File: src/rtl/pico_prog_loader.sv
// Byte-stream program loader for the PicoMIPS program memory.
// Packs a length-prefixed byte stream into instruction words.
module pico_prog_loader #(
  parameter int A = 10,
  parameter int W = 24,
  parameter int B = 8
) (
  input  logic         clk,
  input  logic         rst,
  input  logic         start,
  input  logic [B-1:0] byte_in,
  input  logic         byte_valid,
  output logic         byte_ready,
  output logic         mem_we,
  output logic [A-1:0] mem_addr,
  output logic [W-1:0] mem_wdata,
  output logic         core_hold,
  output logic         done,
  output logic         err,
  output logic [A:0]   word_count
);

  typedef enum logic [2:0] {
    IDLE, LEN_HI, LEN_LO, DATA, WRITE, DONE, ERR
  } state_t;

  localparam int unsigned CAP = 2 ** A;

  state_t         state;
  logic [2*B-1:0] len;
  logic [2*B-1:0] len_new;
  logic [1:0]     idx;
  logic           accept;
  logic           last;

  assign accept  = byte_valid && byte_ready;
  assign len_new = {len[2*B-1:B], byte_in};
  assign last    = (32'(word_count) + 32'd1) == 32'(len);

  // Status outputs decode the state register directly.
  always_comb begin
    byte_ready = 1'b0;
    mem_we     = 1'b0;
    done       = 1'b0;
    err        = 1'b0;
    core_hold  = 1'b1;
    unique case (state)
      IDLE:   core_hold = 1'b0;
      LEN_HI: byte_ready = 1'b1;
      LEN_LO: byte_ready = 1'b1;
      DATA:   byte_ready = 1'b1;
      WRITE:  mem_we = 1'b1;
      DONE: begin
        done      = 1'b1;
        core_hold = 1'b0;
      end
      ERR:    err = 1'b1;
      default: core_hold = 1'b0;
    endcase
  end

  // Load sequencer: header, byte packing, one write per word.
  always_ff @(posedge clk or posedge rst) begin
    if (rst) begin
      state      <= IDLE;
      len        <= '0;
      idx        <= '0;
      mem_addr   <= '0;
      mem_wdata  <= '0;
      word_count <= '0;
    end else begin
      unique case (state)
        IDLE, DONE, ERR: begin
          if (start) begin
            state      <= LEN_HI;
            word_count <= '0;
            mem_addr   <= '0;
          end
        end
        LEN_HI: begin
          if (accept) begin
            len[2*B-1:B] <= byte_in;
            state        <= LEN_LO;
          end
        end
        LEN_LO: begin
          if (accept) begin
            len[B-1:0] <= byte_in;
            idx        <= '0;
            if (len_new == '0)
              state <= DONE;
            else if (32'(len_new) > CAP)
              state <= ERR;
            else
              state <= DATA;
          end
        end
        DATA: begin
          if (accept) begin
            mem_wdata <= {mem_wdata[W-B-1:0], byte_in};
            if (idx == 2'd2) begin
              idx   <= '0;
              state <= WRITE;
            end else begin
              idx <= idx + 2'd1;
            end
          end
        end
        WRITE: begin
          word_count <= word_count + (A+1)'(1);
          if (last) begin
            state <= DONE;
          end else begin
            state    <= DATA;
            mem_addr <= mem_addr + A'(1);
          end
        end
        default: state <= IDLE;
      endcase
    end
  end

endmodule

File: config.mk
export PLATFORM = sky130hd
export DESIGN_NAME = pico_prog_loader
export DESIGN_NICKNAME = d
export VERILOG_FILES = /design/src/rtl/pico_prog_loader.sv
export SDC_FILE = /design/constraint.sdc
export NUM_CORES = 1
export LEC_CHECK = 0
export BUFFER_PORTS_ARGS = -buffer_cell sky130_fd_sc_hd__buf_2
export CAP_MARGIN = 20
export CORE_AREA = 2 2 86 88
export DETAILED_ROUTE_END_ITERATION = 12
export DIE_AREA = 0 0 88 90
export HOLD_SLACK_MARGIN = 0.08
export PLACE_DENSITY = 0.85
export SETUP_SLACK_MARGIN = 0.1
export SLEW_MARGIN = 20
export SYNTH_ARGS = -nofsm -noshare
export SYNTH_HDL_FRONTEND = slang
export SYNTH_SLANG_ARGS = --single-unit
File: constraint.sdc
create_clock -name clk -period 2.8 [get_ports clk]
set_input_delay 0.14 -clock clk [delete_from_list [all_inputs] [get_ports clk]]
set_output_delay 0.14 -clock clk [all_outputs]
set_load 0.02 [all_outputs]
# Word-level counts from Yosys, hierarchy flattened
# Index checks and enable logic that the tools add are counted.
[classes]
n_eq_ne = 14
reduce_logical = 15
n_lt_le_gt_ge = 1
addsub = 4
muxes = 23
[ops]
columns = ["op", "count"]
rows = [
  ["$mux W3", 8],
  ["$pmux W11 S2", 1],
  ["$mux W10", 2],
  ["$pmux W10 S2", 1],
  ["$eq A12 B16 Y1", 1],
  ["$gt A16 B11 Y1 const B", 1],
  ["$logic_not A16 Y1", 1],
  ["$pmux W3 S5", 1],
  ["$add A11 B1 Y12 const B", 1],
  ["$ne A2 B2 Y1 const B", 6],
  ["$add A11 B1 Y11 const B", 1],
  ["$mux W11", 1],
  ["$add A10 B1 Y10 const B", 1],
  ["$eq A3 B3 Y1 const B", 3],
  ["$reduce_and A2 Y1", 4],
  ["$eq A3 B2 Y1 const B", 2],
  ["$mux W2", 3],
  ["$reduce_and A3 Y1", 2],
  ["$reduce_or A3 Y1", 2],
  ["$mux W1", 5],
  ["$reduce_and A5 Y1", 1],
  ["$reduce_or A5 Y1", 1],
  ["$pmux W2 S2", 1],
  ["$reduce_bool A2 Y1", 2],
  ["other kinds (5)", 5],
]
[totals]
out_inout_bits = 50
inputBits = 12
reg_bits = 66
wordCells = 64

# Depth between registers and ports, before layout
# Gate-level depths: netlist (run 1).
[depth]
word_depth = 6
ltp_mapped = 10
mapped_depth_nobuf = 8

# Worst setup path after synthesis (run 1)
# No wires, ideal clock.
[synth_path]
kind = "reg2reg"
startpoint = "register word_count[0]"
endpoint = "register mem_addr[1]"
arrival_ns = 2.738
path_buffers = 2
setup_ns = 0.082
required_ns = 2.718
period_less_slack_ns = 2.820
setup_slack_ns = -0.020
stages_incl_launch_ff = 11
cell_sequence = "dfrtp_1 > ha_1 > xor3_1 > or4_4 > a2111oi_4 > nand4_1 > or2_1 > buf_6 > buf_8 > o21a_1 > o22ai_1"
[synth_between]
elab_chain_cells = 4
[synth_lines]
columns = ["item", "line_no", "source"]
rows = [
  ["from (decl)", "20", "output logic [A:0] word_count"],
  ["from (signal assigned)", "110", "word_count <= word_count + (A+1)'(1);"],
  ["$add A11 B1 Y12", "38", "assign last = (32'(word_count) + 32'd1) == 32'(len);"],
  ["$eq A12 B16 Y1", "38", ""],
  ["$ne A2 B2 Y1 (no source line)", "--", ""],
  ["$reduce_and A3 Y1 (no source line)", "--", ""],
  ["to (signal assigned)", "115", "mem_addr <= mem_addr + A'(1);"],
  ["to (decl)", "15", "output logic [A-1:0] mem_addr,"],
]
# Every way passes these cells.
# A chain may end at the register's enable or synchronous reset.

# Final worst setup path (run 1)
[layout_path]
startpoint = "register len[14]"
endpoint = "register mem_addr[8]"
[layout_between]
elab_chain_cells = 3
[layout_lines]
columns = ["item", "line_no", "source"]
rows = [
  ["from (decl)", "30", "logic [2*B-1:0] len;"],
  ["from (signal, indexed assignment)", "82", "len[2*B-1:B] <= byte_in;"],
  ["from (signal, indexed assignment)", "88", "len[B-1:0] <= byte_in;"],
  ["$eq A12 B16 Y1", "38", ""],
  ["$ne A2 B2 Y1 (no source line)", "--", ""],
  ["$reduce_and A3 Y1 (no source line)", "--", ""],
]
# Every way passes these cells.

==> results.md, run 1 <==
- In this run the horizontal extent of the chip is around 88 µm.
- The number of vias per cell after detailed routing is 5.560.
- The worst setup path is captured at a flop.
- The data arrival time of the critical path is 2880 ps.
- The final non-filler cell total is 495.
- The startpoint type of the worst setup path is a flop.
- The static power due to leakage is approximately 1.9 nW.
- The required time of the critical path is between 3000 and 4000 ps.
- By instance count, the cell type seen most on the critical path is sky130_fd_sc_hd__or4_4.
- The met1 capacity usage during global routing is 27.28%.
- The overflow left after global routing is 0.
- Setup repair after global routing could not meet its margin everywhere.
- The tool flagged a number of max-cap violations equal to 0.
- Global routing used around a third of the available met2 tracks.
- The final critical-path required period is roughly 2600 ps.
- Clock tree synthesis selected as its root buffer the cell sky130_fd_sc_hd__clkbuf_8.
- For this run, the register share of the synthesized area comes to roughly half.
- The number of buffer and inverter stages on the critical path is 0.
- The worst-path maximum fanout is 5.
- The final core utilization is between 60% and 70%.
- The largest buffer count on any clock path is 2.
- For this run, the number of Yosys warnings is 0.
- The flow ran to the end, and the final reports show no timing, DRC or antenna violations.
- After clock tree synthesis, the clock-pin slew on the worst setup and hold paths is 80 ps.
- After Yosys synthesis, and, or, nand and nor cells account for 12.88% of the synthesized area.
- The number of synthesized flops with an enable pin is 0.
- The most used routing layer in global routing is met2.
- The number of rows created at floorplan is 31.
- The number of fillers in the final layout is approximately 560.
- The maximum number of pins on one net before global-route repair is 27.
- The pre-antenna-repair detailed-routing pass consisted of 5 iterations.
- The synthesized netlist cell count is slightly above 300.
- The HPWL reported at the end of detailed placement is about 5400 µm.
- The number of pins exceeding their max-slew limit in the final report is 0.
- The post-synthesis share of cell area spent on xor and xnor gates is under 10%.
- The overall power consumption is about 4.5 mW.
- The critical path is of the flop to flop type.
- The portion of the clock cycle consumed by the worst path in the final layout is 94.36%.
- The areal power density over the cells is 1061 nW/µm².
- Pin placement for this block handled 62 I/O pins.
- The kind of cell adding the most delay to the critical path is simple AND/OR/NAND/NOR gates.
- The count of nets after finishing is 405.
- The number of diodes added for antenna fixing is 0.
- The post-synth design cell area is 3390 µm².
- In this run the worst hold path is classified as input pin to flop.
- The net count of the mapped netlist is 320.
- The actual transition at the worst max-transition pin is 783.7 ps.
- The average wire per standard cell is approximately 16 µm.
- The post-placement worst setup slack is about 17 ps.
- The number of buffers created by CTS is 9.
- From bottom edge to top edge, the die measures 90 µm.
- Counting tap cells, the placed design contains a total of 464 instances.
- The worst setup skew after layout is 13.56 ps.
- The number of global-route vias before repair is 2,749.
- In this run the tightest slew margin relative to its limit is 47.56%.
- The peak supply drop is 0.7516 mV.
- The number of H-tree levels is 3.
- The most instantiated flip-flop cell in the synthesis netlist is sky130_fd_sc_hd__dfrtp_1.
- By area the synthesized netlist is led by sky130_fd_sc_hd__dfrtp_1, sky130_fd_sc_hd__mux2_2, sky130_fd_sc_hd__o21ai_0, sky130_fd_sc_hd__a31oi_1, sky130_fd_sc_hd__xnor2_1.
- Global routing consumed, on the met3 layer, 3.765% of the routing resources.
- The final wirelength is 7904 µm.
- On the critical path, the stage with the largest delay is an instance of sky130_fd_sc_hd__or4_4.
- Summed over all failing endpoints, the final setup total negative slack is 0 ps.
- The initial antenna violation count came to 0.
- The share of the synthesized area in the top cell type is 48.73%.
- After detailed routing, the number of remaining DRC violations is 0.
- Once the floorplan was initialized, standard cells occupied 48.28% of the core.
- The tree built by TritonCTS fans out to 66 sinks.
- In this run the remaining antenna-violating nets after routing total 0.
- The die outline area is 7920 µm².
- The synthesized netlist devotes between 10% and 20% of its cell area to compound gates.
- The post-synthesis adder-cell area fraction is 1.034%.
- The CTS tree is yes.
- The relative area change from synthesis to final layout is 24.29%.
- The violation count after the first detailed-routing iteration is ~130.
- The total setup violations reported at the end of the flow is 0.
- The wire length of the first global-routing pass is between 10,000 and 15,000 µm.
- The core box area is 7020 µm².
- The worst stage delay on the critical path is between 500 and 600 ps.
- Derived from the worst setup path, the maximum achievable clock frequency is between 300 and 400 MHz.
- The clock latency on the worst-skew pair is around 360 ps.
- After synthesis, the largest family of logic cells by area is compound AO/OA/AOI/OAI gates.
- Of the cells placed in the final design, the portion with a size suffix greater than 1 is 39.39%.
- Measured against the total synthesized area, the mux share comes to 14.21%.
- The signal on the critical path passes through or4_4 > or4_4 > a2111oi_4 > nand4_1 > or2_4 > and3_2 > a211o_1.
- For this run, asynchronously set or reset flops after synthesis account for 100.0%.
- Input and output buffers added on the ports amount to 61.
- The routability congestion estimate from global placement is 0.9157.
- In the global route stage, overall resource usage came out at 21.15%.
- Dividing the synthesized area by the synthesized cell count gives 11.08 µm².
- The cell type contributing the most total cell area after synthesis is sky130_fd_sc_hd__dfrtp_1.
- The register bit total from synthesis is between 60 and 70.
- The number of hold violations in the final report is 0.
- The number of vias after detailed routing is 2,752.
- After synthesis, the netlist uses 54 different library cells.
- Setup slack on the critical path of the routed design comes to roughly 160 ps.
[registers in the layout (all words and copies together) (netlist names)]
| signal | cells |
|---|---|
| idx | 2 |
| len | 16 |
| mem_addr | 10 |
| mem_wdata | 24 |
| state | 3 |
| word_count | 11 |
[per-layer routing]
layer  part of all wire [%]  wire length (µm)
met4                    3.1               246
met1                     42              3349
met3                    3.6               285
met5                      0                 0
met2                     51              4022
[synthesized netlist by cell type, types with 6 or more instances]
cell type	count
sky130_fd_sc_hd__nand2_1	15
sky130_fd_sc_hd__xnor2_1	9
sky130_fd_sc_hd__a31oi_1	16
sky130_fd_sc_hd__nor2_1	15
sky130_fd_sc_hd__o21ai_0	22
sky130_fd_sc_hd__dfrtp_1	66
sky130_fd_sc_hd__and3_1	6
sky130_fd_sc_hd__mux2_2	41
sky130_fd_sc_hd__inv_1	10
sky130_fd_sc_hd__clkbuf_1	11
sky130_fd_sc_hd__nand3_1	9
sky130_fd_sc_hd__and2_1	6
[layout by cell type, fill, tap and decap left out, types with 5 or more instances in the layout]
master	instances
sky130_fd_sc_hd__a31oi_1	16
sky130_fd_sc_hd__nor3_1	5
sky130_fd_sc_hd__mux2_2	41
sky130_fd_sc_hd__dfrtp_1	64
sky130_fd_sc_hd__nor2_1	15
sky130_fd_sc_hd__inv_1	9
sky130_fd_sc_hd__nand3_1	9
sky130_fd_sc_hd__o21ai_0	22
sky130_fd_sc_hd__and2_1	6
sky130_fd_sc_hd__xnor2_1	9
sky130_fd_sc_hd__buf_4	23
sky130_fd_sc_hd__xor2_1	5
sky130_fd_sc_hd__buf_2	61
sky130_fd_sc_hd__dlygate4sd3_1	7
sky130_fd_sc_hd__clkbuf_8	9
sky130_fd_sc_hd__nand2_1	15
sky130_fd_sc_hd__and3_1	6
[cell families (layout without fill, tap and decap cells)]
| kind of cell | count (synthesis) | count (layout) |
|---|---|---|
| multiplexers | 43 | 43 |
| flip-flops | 66 | 66 |
| AND/OR/NAND/NOR | 80 | 80 |
| buffers and inverters | 28 | 118 |
| AO/OA/AOI/OAI | 70 | 70 |
| adder cells (fa/ha/maj) | 3 | 3 |
| XOR/XNOR | 16 | 16 |
[cell type report]
| type | instances | area (µm²) | share of cell area, % |
|---|---|---|---|
| sequential | 66 | 1654 | 39.26 |
| multi-input combinational | 212 | 1632 | 38.73 |
| timing repair buffer | 92 | 559.3 | 13.28 |
| clock buffer | 9 | 123.9 | 2.940 |
| tap | 99 | 123.9 | 2.940 |
| clock inverter | 7 | 82.58 | 1.960 |
| inverter | 10 | 37.54 | 0.8910 |
[worst register-to-register path: stages (launching register included)]
cell	delay [ps]
sky130_fd_sc_hd__dfrtp_1	390
sky130_fd_sc_hd__or4_4	550
sky130_fd_sc_hd__or4_4	540
sky130_fd_sc_hd__a2111oi_4	200
sky130_fd_sc_hd__nand4_1	150
sky130_fd_sc_hd__or2_4	280
sky130_fd_sc_hd__and3_2	170
sky130_fd_sc_hd__a211o_1	250
[through the flow]
stage / hold slack, ps / instance area, µm²
4_1_cts: 82.10 / 4198
3_3_place_gp: 199.3 / 3864
6_report: 96.62 / 4213
3_5_place_dp: 206.7 / 3864
5_1_grt: 90.44 / 4213
2_1_floorplan: 290.6 / 3405
[path summary, 6_finish.rpt]
check	cells after the start	to	slack, ps	start
worst max-delay path	7	mem_addr[8]	160	len[14]
worst min-delay path	2	mem_wdata[1]	100	byte_in[1]
worst max register to register	7	mem_addr[8]	160	len[14]
worst min register to register	1	mem_addr[9]	490	mem_addr[9]
max in group asynchronous	4	word_count[1]	1730	rst
min in group asynchronous	3	mem_wdata[21]	360	rst
[what timing repair did]
action	4_1_cts	5_1_grt
pin swaps	7	6
setup endpoints to repair	8	10
setup buffers	6	2
hold buffers	7	0
endpoints found under the hold margin	37	0
gates resized for setup	3	0
[power by group]
group	internal, mW	total, mW	switching, mW
Sequential	1.35	1.75	0.395
Clock	0.426	0.851	0.425
Combinational	0.882	1.87	0.991
Total	2.66	4.47	1.81
Power figures use the tool's default switching activity.
==> run 2: changes to the inputs <==
--- a/config.mk
+++ b/config.mk
@@ -7,11 +7,12 @@
 export LEC_CHECK = 0
 export BUFFER_PORTS_ARGS = -buffer_cell sky130_fd_sc_hd__buf_2
 export CAP_MARGIN = 20
-export CORE_AREA = 2 2 86 88
+export CORE_AREA = 2 2 82 84
 export DETAILED_ROUTE_END_ITERATION = 12
-export DIE_AREA = 0 0 88 90
+export DIE_AREA = 0 0 84 86
 export HOLD_SLACK_MARGIN = 0.08
-export PLACE_DENSITY = 0.85
+export PLACE_DENSITY = 0.88
+export RECOVER_POWER = 25
 export SETUP_SLACK_MARGIN = 0.1
 export SLEW_MARGIN = 20
 export SYNTH_ARGS = -nofsm -noshare
==> constraint.sdc (replaced) <==
create_clock -name clk -period 2.53 [get_ports clk]
set_input_delay 0.1265 -clock clk [delete_from_list [all_inputs] [get_ports clk]]
set_output_delay 0.1265 -clock clk [all_outputs]
set_load 0.02 [all_outputs]
==> results.md, run 2 (synthesized netlist as in run 1, its figures left out) <==
- The setup TNS came to -1269 ps (-1269 ps).
- The register-to-register path setup slack is -150 ps (-310 ps).
- The worst setup path is captured at a flop.
- The number of buffers created by CTS is 9 (unchanged).
- The wire length of the first global-routing pass is 13,850 µm (+5.7%).
- The largest buffer count on any clock path was 2 (unchanged).
- Setup repair after global routing could not meet its margin everywhere.
- The net switching share of the total power was 41.29% (+0.80 points).
- The critical path in this run is classified as flop to flop.
- The initial antenna violation count is 0 (unchanged).
- The number of rows created at floorplan is 29 (-6.5%).
- The static power due to leakage is 1.946 nW (+0.30%).
- The chip width came to 84 µm (-4.5%).
- The post-placement worst setup slack was -175.9 ps (-192.8 ps).
- The number of global-route vias before repair is 2,840 (+3.3%).
- The HPWL reported at the end of detailed placement came to 5728 µm (+5.5%).
- The number of vias after detailed routing was 2,863 (+4.0%).
- The peak supply drop is 0.7321 mV (-2.6%).
- The tightest slew margin relative to the limit is 37.79% (-9.8 points).
- The final non-filler cell total came to 481 (-2.8%).
- In the layout the commonest cells are sky130_fd_sc_hd__dfrtp_1, sky130_fd_sc_hd__buf_2, sky130_fd_sc_hd__mux2_2.
- The clock share of power is 18.6% (-0.4 points).
- The worst hold path cell count is 3 (+1).
- The data arrival time of the critical path was 2960 ps (+80 ps).
- The routability congestion estimate from global placement is 0.9026 (-1.4%).
- The number of hold violations in the final report was 0 (unchanged).
- The number of pins exceeding their max-slew limit in the final report is 0 (unchanged).
- The die outline height is 86 µm (-4.4%).
- STA classifies the critical path startpoint as a flop.
- The cell depth of the worst flop-to-flop path was 8 (+1).
- The clock transition at the registers of the reported paths was 80 ps (about the same).
- The total setup violations reported at the end of the flow is 12 (+12).
- Leaving out fill and tap cells, the most frequent cell in the layout is sky130_fd_sc_hd__dfrtp_1.
- The average wire per standard cell came to 17.88 µm (+12%).
- The clock latency on the worst-skew pair is 360 ps (about the same).
- The CTS tree is yes.
- The number of vias per cell after detailed routing is 5.952 (+7.1%).
- The cell count after placement was 453 (-2.4%).
- The overflow left after global routing is 0 (unchanged).
- The sequential group share of total power is 38.4% (-0.7 points).
- The root buffer cell is sky130_fd_sc_hd__clkbuf_8.
- The count of max-cap constraint violations is 0 (unchanged).
- Counting flops per register, the top entry is mem_wdata.
- The worst setup skew after layout was 10.26 ps (-3.303 ps).
- The die outline area came to 7224 µm² (-8.8%).
- The internal power consumption is 2.953 mW (+11%).
- The number of diodes added for antenna fixing is 0 (unchanged).
- The violation count after the first detailed-routing iteration was 207 (+56%).
- The number of fillers in the final layout is 455 (-19%).
- The top-level port count is 62 (unchanged).
- The post-route antenna net violation count is 0 (unchanged).
- The path class of the tightest hold or removal check is input pin to flop.
- The total net switching power is 2.077 mW (+15%).
- The number of buffers inserted by port buffering is 61 (unchanged).
- The areal power density over the cells is 1182 nW/µm² (+11%).
- The portion of the clock cycle consumed by the worst path in the final layout came to 105.9% (+12 points).
- The flow ran to the end, but the final reports show violations.
- The flip-flop count of the largest register, all copies and words added was 24 (unchanged).
- The count of nets after finishing was 413 (+2.0%).
- The relative area change from synthesis to final layout is 25.58%.
- The final wirelength is 8598 µm (+8.8%).
- The actual transition at the worst max-transition pin is 933.2 ps (+149.5 ps).
- The achievable frequency was 373.3 MHz (-1.4%).
- The number of remaining DRC errors is 0 (unchanged).
- The count of TritonRoute iterations in the first routing pass is 4 (-1).
- The post-route worst setup slack was -148.9 ps (-306.8 ps).
- The final reports fail on setup timing.
- The number of H-tree levels was 3 (unchanged).
- The core box area is 6277 µm² (-11%).
- The combinational share of power is 43.0% (+1.1 points).
- The required time of the critical path came to 2810 ps (-230 ps).
- The worst-path maximum fanout came to 6 (+1).
- The effective utilization at floorplan is 54.00% (+5.7 points).
- The clock sink total is 66 (unchanged).
- The final critical-path required period is 2679 ps (+36.85 ps).
- The overall routing resource usage is 24.81% (+3.7 points).
- The largest registers in the layout are mem_wdata x24, len x16, word_count x11.
- The maximum number of pins on one net before global-route repair is 29 (+7.4%).
- The share of post-route cells with drive strength above 1 came to 38.61% (-0.78 points).
## run 2: cell types whose count changed in the layout (fill, tap and decap cells not counted), moves of 2 or more
cell and change:
sky130_fd_sc_hd__clkbuf_1 +8, sky130_fd_sc_hd__dlygate4sd3_1 +2, sky130_fd_sc_hd__buf_4 +4, sky130_fd_sc_hd__buf_2 -7
## run 2: what timing repair did
action                                  CTS  global route
pin swaps                                 9             5
endpoints found under the setup margin   12            13
resized for setup                         4             4
hold endpoints to repair                 43             0
buffers inserted                          1             2
hold buffers                              9             0
## run 2: final timing paths
kind,start,end
max,len[12],mem_addr[2]
min,byte_valid,idx[1]
max reg2reg,len[12],mem_addr[2]
min reg2reg,mem_addr[9],mem_addr[9]
max in group asynchronous,rst,mem_addr[7]
min in group asynchronous,rst,mem_wdata[2]
## run 2: layout make-up
class	count	area (µm²)	area share, %
Clock buffer	9	123.9	2.910
Clock inverter	7	82.58	1.940
Inverter	10	41.29	0.9700
Multi-Input combinational cell	212	1643	38.60
Sequential cell	66	1654	38.86
Tap cell	77	96.34	2.263
Timing Repair Buffer	100	615.6	14.46
## run 2: power by group through the flow
| stage | sequential, mW | clock (mW) | combinational [mW] |
|---|---|---|---|
| after floorplan | 2.12 | 0 | 1.23 |
| after global placement | 1.87 | 0 | 2.03 |
| after detailed placement | 1.92 | 0 | 2.11 |
| after CTS | 1.90 | 0.947 | 2.13 |
| after global routing | 1.99 | 0.993 | 2.32 |
| final | 1.93 | 0.936 | 2.16 |
## run 2: stage by stage
stage	instance area, µm²	utilization, %	power [mW]	hold slack (ps)
after global routing	4257	67.81	5.299	267.8
after global placement	3919	62.43	3.905	146.4
after CTS	4235	67.47	4.982	208.5
after floorplan	3405	-	3.347	277.1
final	4257	67.81	5.030	220.2
after detailed placement	3919	62.43	4.028	156.7
## run 2: layer usage
metal / vias up / wire (µm) / GRT usage (%)
met5: - / 0 / 0
met4: 0 / 296 / 12.17
met1: 1382 / 3368 / 29.34
met3: 33 / 497 / 5.582
li1: 1322 / - / -
met2: 126 / 4435 / 42.98
## run 2: worst max-delay path: stages, from the launching register on
cell,delay (ps)
sky130_fd_sc_hd__dfrtp_1,390
sky130_fd_sc_hd__or4_4,540
sky130_fd_sc_hd__or4_4,540
sky130_fd_sc_hd__a2111oi_4,190
sky130_fd_sc_hd__nand4_1,170
sky130_fd_sc_hd__or2_4,310
sky130_fd_sc_hd__buf_6,140
sky130_fd_sc_hd__a21o_1,170
sky130_fd_sc_hd__a31oi_1,160
